File: config.mk
export PLATFORM = sky130hd
export DESIGN_NAME = uart_tx_mmio
export DESIGN_NICKNAME = d
export VERILOG_FILES = /design/src/rtl/uart_pkg.sv /design/src/rtl/sync_fifo.sv /design/src/rtl/uart_tx_mmio.sv
export SDC_FILE = /design/constraint.sdc
export NUM_CORES = 1
export LEC_CHECK = 0
export BUFFER_PORTS_ARGS = -buffer_cell sky130_fd_sc_hd__buf_2
export CORE_ASPECT_RATIO = 0.6
export CORE_MARGIN = 4
export CORE_UTILIZATION = 45
export CTS_CLUSTER_SIZE = 20
export DETAILED_ROUTE_END_ITERATION = 12
export PLACE_DENSITY = 0.6
export SLEW_MARGIN = 20
export SYNTH_ARGS = -nofsm -noshare
export SYNTH_HDL_FRONTEND = slang
export SYNTH_SLANG_ARGS = --single-unit
export TNS_END_PERCENT = 20
File: constraint.sdc
create_clock -name i_clk -period 4.9 [get_ports i_clk]
set_input_delay 0.49 -clock i_clk [delete_from_list [all_inputs] [get_ports i_clk]]
set_output_delay 0.49 -clock i_clk [all_outputs]
set_load 0.01 [all_outputs]
File: src/rtl/uart_pkg.sv
// Shared types and constants for the memory-mapped UART transmitter.
package uart_pkg;

  typedef enum logic [1:0] {
    ST_IDLE  = 2'd0,
    ST_START = 2'd1,
    ST_DATA  = 2'd2,
    ST_STOP  = 2'd3
  } tx_state_e;

  // Register offsets from BASE_ADDR
  localparam int unsigned REG_DATA   = 0;
  localparam int unsigned REG_STATUS = 1;

  // Status register bit positions
  localparam int unsigned STAT_FULL = 0;
  localparam int unsigned STAT_IDLE = 1;
  localparam int unsigned STAT_OVR  = 2;

endpackage

File: src/rtl/sync_fifo.sv
// Single-clock FIFO with a registered occupancy count.
// Pushes while full and pops while empty are ignored.
module sync_fifo #(
  parameter int WIDTH = 8,
  parameter int DEPTH = 4
) (
  input  logic                     clk,
  input  logic                     rst,
  input  logic                     push,
  input  logic                     pop,
  input  logic [WIDTH-1:0]         wr_data,
  output logic [WIDTH-1:0]         rd_data,
  output logic                     full,
  output logic                     empty,
  output logic [$clog2(DEPTH):0]   count
);

  localparam int AW = $clog2(DEPTH);
  localparam logic [AW-1:0] PTR_ONE  = AW'(1);
  localparam logic [AW:0]   CNT_ONE  = (AW+1)'(1);
  localparam logic [AW:0]   CNT_FULL = (AW+1)'(DEPTH);

  logic [WIDTH-1:0] mem [DEPTH];
  logic [AW-1:0]    wr_ptr;
  logic [AW-1:0]    rd_ptr;
  logic             do_push;
  logic             do_pop;

  assign full    = (count == CNT_FULL);
  assign empty   = (count == '0);
  assign do_push = push && !full;
  assign do_pop  = pop && !empty;
  assign rd_data = mem[rd_ptr];

  // Storage array; contents need no reset since count gates every read.
  always_ff @(posedge clk) begin
    if (do_push) begin
      mem[wr_ptr] <= wr_data;
    end
  end

  // Pointers and occupancy; a simultaneous push and pop leaves count unchanged.
  always_ff @(posedge clk) begin
    if (rst) begin
      wr_ptr <= '0;
      rd_ptr <= '0;
      count  <= '0;
    end else begin
      if (do_push) wr_ptr <= wr_ptr + PTR_ONE;
      if (do_pop)  rd_ptr <= rd_ptr + PTR_ONE;
      case ({do_push, do_pop})
        2'b10:   count <= count + CNT_ONE;
        2'b01:   count <= count - CNT_ONE;
        default: count <= count;
      endcase
    end
  end

endmodule

File: src/rtl/uart_tx_mmio.sv
// Memory-mapped 8N1 UART transmitter with a TX FIFO and a status register.
//
//   state    | meaning
//   ---------+---------------------------------------------------
//   ST_IDLE  | line high, waiting for the FIFO to hold a byte
//   ST_START | start bit (line low) for CLKS_PER_BIT cycles
//   ST_DATA  | 8 data bits, LSB first, CLKS_PER_BIT cycles each
//   ST_STOP  | stop bit (line high), then next byte or idle
module uart_tx_mmio
  import uart_pkg::*;
#(
  parameter logic [15:0] BASE_ADDR    = 16'h0F00,
  parameter int          CLKS_PER_BIT = 16,
  parameter int          FIFO_DEPTH   = 4
) (
  input  logic        i_clk,
  input  logic        i_rst,
  input  logic [15:0] i_addr,
  input  logic        i_rw,
  input  logic [7:0]  i_data,
  output logic [7:0]  o_data,
  output logic        o_tx,
  output logic        o_busy
);

  localparam int CW  = $clog2(CLKS_PER_BIT);
  localparam int FCW = $clog2(FIFO_DEPTH) + 1;
  localparam logic [CW-1:0] CNT_RELOAD = CW'(CLKS_PER_BIT - 1);
  localparam logic [CW-1:0] CNT_ONE    = CW'(1);
  localparam logic [15:0]   ADDR_DATA  = BASE_ADDR + 16'(REG_DATA);
  localparam logic [15:0]   ADDR_STAT  = BASE_ADDR + 16'(REG_STATUS);

  tx_state_e      state, state_nxt;
  logic [CW-1:0]  bit_cnt, cnt_nxt;
  logic [2:0]     bit_idx, idx_nxt;
  logic [7:0]     shreg, sh_nxt;
  logic           tx_nxt;
  logic           busy_nxt;
  logic           overrun;

  logic           wr_hit;
  logic           rd_stat_hit;
  logic           fifo_push;
  logic           fifo_pop;
  logic           fifo_full;
  logic           fifo_empty;
  logic [FCW-1:0] fifo_count;
  logic [7:0]     fifo_dout;
  logic [7:0]     status;

  assign wr_hit      = !i_rw && (i_addr == ADDR_DATA);
  assign rd_stat_hit =  i_rw && (i_addr == ADDR_STAT);
  // Full is the registered count, so a pop on the same edge does not rescue a write.
  assign fifo_push   = wr_hit && !fifo_full;

  sync_fifo #(
    .WIDTH (8),
    .DEPTH (FIFO_DEPTH)
  ) u_fifo (
    .clk     (i_clk),
    .rst     (i_rst),
    .push    (fifo_push),
    .pop     (fifo_pop),
    .wr_data (i_data),
    .rd_data (fifo_dout),
    .full    (fifo_full),
    .empty   (fifo_empty),
    .count   (fifo_count)
  );

  // Status word presented to the CPU.
  always_comb begin
    status            = 8'h00;
    status[STAT_FULL] = fifo_full;
    status[STAT_IDLE] = fifo_empty && (state == ST_IDLE);
    status[STAT_OVR]  = overrun;
  end

  assign o_data = rd_stat_hit ? status : 8'h00;

  // Sticky overrun: a dropped write wins over a clearing status read on the same edge.
  always_ff @(posedge i_clk) begin
    if (i_rst) begin
      overrun <= 1'b0;
    end else if (wr_hit && fifo_full) begin
      overrun <= 1'b1;
    end else if (rd_stat_hit) begin
      overrun <= 1'b0;
    end
  end

  // Next-state, bit timing, shifter and registered-output values.
  always_comb begin
    state_nxt = state;
    cnt_nxt   = bit_cnt;
    idx_nxt   = bit_idx;
    sh_nxt    = shreg;
    fifo_pop  = 1'b0;
    tx_nxt    = 1'b1;
    busy_nxt  = 1'b0;

    if (bit_cnt != '0) begin
      cnt_nxt = bit_cnt - CNT_ONE;
    end

    case (state)
      ST_IDLE: begin
        if (!fifo_empty) begin
          fifo_pop  = 1'b1;
          sh_nxt    = fifo_dout;
          state_nxt = ST_START;
        end
      end
      ST_START: begin
        if (bit_cnt == '0) begin
          state_nxt = ST_DATA;
        end
      end
      ST_DATA: begin
        if (bit_cnt == '0) begin
          if (bit_idx == 3'd7) begin
            state_nxt = ST_STOP;
          end else begin
            idx_nxt = bit_idx + 3'd1;
            cnt_nxt = CNT_RELOAD;
            sh_nxt  = {1'b0, shreg[7:1]};
          end
        end
      end
      ST_STOP: begin
        if (bit_cnt == '0) begin
          if (!fifo_empty) begin
            fifo_pop  = 1'b1;
            sh_nxt    = fifo_dout;
            state_nxt = ST_START;
          end else begin
            state_nxt = ST_IDLE;
          end
        end
      end
      default: state_nxt = ST_IDLE;
    endcase

    // Bit timer and index restart on every state change, including STOP -> START.
    if (state_nxt != state) begin
      cnt_nxt = CNT_RELOAD;
      idx_nxt = 3'd0;
    end

    case (state_nxt)
      ST_START: tx_nxt = 1'b0;
      ST_DATA:  tx_nxt = sh_nxt[0];
      default:  tx_nxt = 1'b1;
    endcase

    // Busy after this edge: a frame continues, or the FIFO still holds a byte.
    busy_nxt = (state_nxt != ST_IDLE) || fifo_push ||
               (fifo_count > {{(FCW-1){1'b0}}, fifo_pop});
  end

  // State register and registered line/busy outputs.
  always_ff @(posedge i_clk) begin
    if (i_rst) begin
      state   <= ST_IDLE;
      bit_cnt <= '0;
      bit_idx <= 3'd0;
      shreg   <= 8'h00;
      o_tx    <= 1'b1;
      o_busy  <= 1'b0;
    end else begin
      state   <= state_nxt;
      bit_cnt <= cnt_nxt;
      bit_idx <= idx_nxt;
      shreg   <= sh_nxt;
      o_tx    <= tx_nxt;
      o_busy  <= busy_nxt;
    end
  end

endmodule
==> results.ini <==
[timing]
layout_min_cycle_time_ps=3065
period_share=0.6254
setup_violations=0
holdWs_ps=384.4
maxSlewViolCount=0
grt_setup_unrepaired=no
fmax_mhz=326.3
relSlewSlack=0.5067
finalHoldViolations=0
worstMarginPinSlew_ps=739.9
fin_setup_tns_ps=0
clock_skew_ps=3.699

[clocking]
ctsHtreeMaxLevel=3
cts_tree=done
postCtsSetupBuffers=0
cts_resized=0
clk_latency_ps=320
cts_buffers=9
cts_buffer_depth=2
cts_hold_buf=0
clk_pin_slew_ps=50
cts_sinks=61
cts_root_buf=clkbuf_16

[global_route]
grt_pass1_wl_um=10160
grt_pass1_vias=1982
grt_antenna_before_repair=0
overflow=0
grt_max_degree=27
track_usage=0.1630

[power]
p_per_area_mw_per_mm2=469.7
ir_drop_mv=0.1795
p_leak_nw=1.321
finalPower_mw=1.656

[worst_setup_path]
rr_startpoint=state[0]
path_buf_inv=1
crit_family=adder cells
end_kind=flip-flop
worstPathCellList=ha_1 > or4bb_1 > a211oi_2 > ha_1 > inv_1 > fa_1 > xor2_1 > or3_1 > a21oi_1
r2r_cells=9
path_depth=9
r2r_slack_ps=1840
slowest_delay_ps=480
path_class=flip-flop to flip-flop
worstSetupStartpoint=state[0]
path_max_fanout=9
worstReg2RegEnd=u_fifo.count[2]
endpoint=u_fifo.count[2]
cp_common_cell=ha_1
crit_slowest_cell=dfxtp_1
worst_ep_arrival_time_ps=3320
worst_setup_path_start_kind=flip-flop
cp.required_ps=5150

[floorplan]
die_area_mm2=0.008203
fp.dieH_um=71.78
rows=22
dieWidth_um=114.3
coreArea_mm2=0.006331
initial_utilization=0.4818
pin_count=37

[placement]
dp_hpwl_um=4445
port_buffers=31
place_inst=372
gp_congestion=0.7910

[synth]
ys_seq_area_frac=0.5053
synth-seq-cells=61
postSynthAreaPerCell_um2=11.38
netlist_area_mm2=0.003050
synthCells=268
synth_warnings=0
yosys.cell_types.count=53

[routing]
totalWireLength_um=6163
routed-via-count=2090
wire_per_inst_um=15.88
ant_nets=0
via_per_inst=5.387
drt_iter0_drc=139
drc_errors=0
dr.pass1.iters=4

[cells_and_area]
n_antenna_cell=0
layout-drive-gt1-share=0.2171
instances_no_fill=388
syn_to_final_growth_pct=15.59
finalNetCount=341
fin_util=0.5569

[flow_run]
maxCapViolations=0

[worst_hold_path]
hold_path_class=input pin to flip-flop

[outcome]
status=complete, no violations

==> layer usage <==
metal / share of wire / routed length (µm) / global-route usage
met5: 0 / 0 / 0
met4: 0.0031 / 19 / 0.04743
met3: 0.070 / 434 / 0.05232
met2: 0.42 / 2569 / 0.2192
met1: 0.51 / 3139 / 0.2477
==> per-stage QoR <==
stage / instance area (µm²) / setup WS, ps
5_1_grt: 3526 / 1630
4_1_cts: 3526 / 1830
2_1_floorplan: 3065 / 2123
6_report: 3526 / 1835
3_5_place_dp: 3212 / 1872
3_3_place_gp: 3212 / 1948
==> cells by family (layout without fill, tap and decap cells) <==
group	after synthesis	after routing	share of synthesized area
AND/OR/NAND/NOR	97	97	0.1710
buffers and inverters	30	62	0.05824
multiplexers	11	11	0.06891
other	1	5	0.001229
XOR/XNOR	7	7	0.02010
adder cells (fa/ha/maj)	15	15	0.06399
AO/OA/AOI/OAI	46	46	0.1112
flip-flops	61	61	0.5053
==> power by group <==
part,switching (mW),internal [mW],total (mW)
Clock,0.220,0.442,0.662
Sequential,0.0315,0.576,0.607
Combinational,0.232,0.155,0.386
Total,0.484,1.17,1.66
==> registers in the layout (all words and copies together), names as in the netlist, named ones only <==
register / flops
shreg: 8
bit_idx: 3
bit_cnt: 4
o_busy: 1
state: 2
u_fifo.mem: 32
u_fifo.count: 3
overrun: 1
o_tx: 1
u_fifo.wr_ptr: 2
u_fifo.rd_ptr: 2
==> worst min path at each step <==
stage / from / end / slack [ps] / depth (start not counted)
detailed placement: shreg[3] / shreg[3] / 500 / 2
floorplan: shreg[0] / shreg[0] / 460 / 2
finish: i_data[6] / u_fifo.mem[2][6] / 380 / 1
CTS: i_data[6] / u_fifo.mem[2][6] / 370 / 1
global route: i_data[2] / u_fifo.mem[3][2] / 380 / 1
global placement: shreg[1] / shreg[1] / 500 / 2
==> placed cells by master, fill, tap and decap left out, types with 4 or more instances in the layout <==
master     instances
mux4_2             8
a21oi_1           18
nor2_1            29
or3_1              4
o21ai_0            4
clkbuf_16          9
nor3_1            11
nor3b_1            5
xor2_1             4
inv_1             13
nand2_1           19
and3_1             4
dfxtp_1           29
buf_2             31
and2_1             5
a311oi_1           6
conb_1             5
edfxtp_1          32
ha_1              14
==> Yosys cell counts, drive strengths merged <==
cell,instances,share of area
edfxtp,32,0.32
dfxtp,29,0.19
nor2,29,0.036
nand2,19,0.023
a21oi,18,0.030
ha,14,0.057
inv,13,0.016
buf,12,0.035
nor3,11,0.018
mux4,8,0.059
a311oi,6,0.017
nor3b,6,0.016
and2,5,0.010
clkbuf,5,0.0074
o21ai,5,0.0082
a211oi,4,0.011
and3,4,0.0082
or3,4,0.0082
xor2,4,0.011
mux2i,3,0.0098
nand3,3,0.0049
or3b,3,0.0094
or4,3,0.0074
xnor2,3,0.0086
a41oi,2,0.0082
and2b,2,0.0053
nand4,2,0.0041
nor2b,2,0.0041
o21a,2,0.0049
a2111oi,1,0.0090
a221oi,1,0.0049
a22oi,1,0.0025
a2bb2oi,1,0.0029
a31o,1,0.0029
a31oi,1,0.0021
a32oi,1,0.0029
conb,1,0.0012
fa,1,0.0066
nand2b,1,0.0021
nor4,1,0.0070
nor4b,1,0.0029
o211ai,1,0.0025
o22ai,1,0.0021
or4bb,1,0.0037
==> cell type report <==
class / instances / area [µm²]
inverter: 13 / 48.80
sequential: 61 / 1541
fill: 559 / 2805
tap: 84 / 105.1
timing repair buffer: 33 / 170.2
multi-input combinational: 181 / 1346
clock buffer: 9 / 225.2
clock inverter: 7 / 88.84
Power figures use the tool's default switching activity.
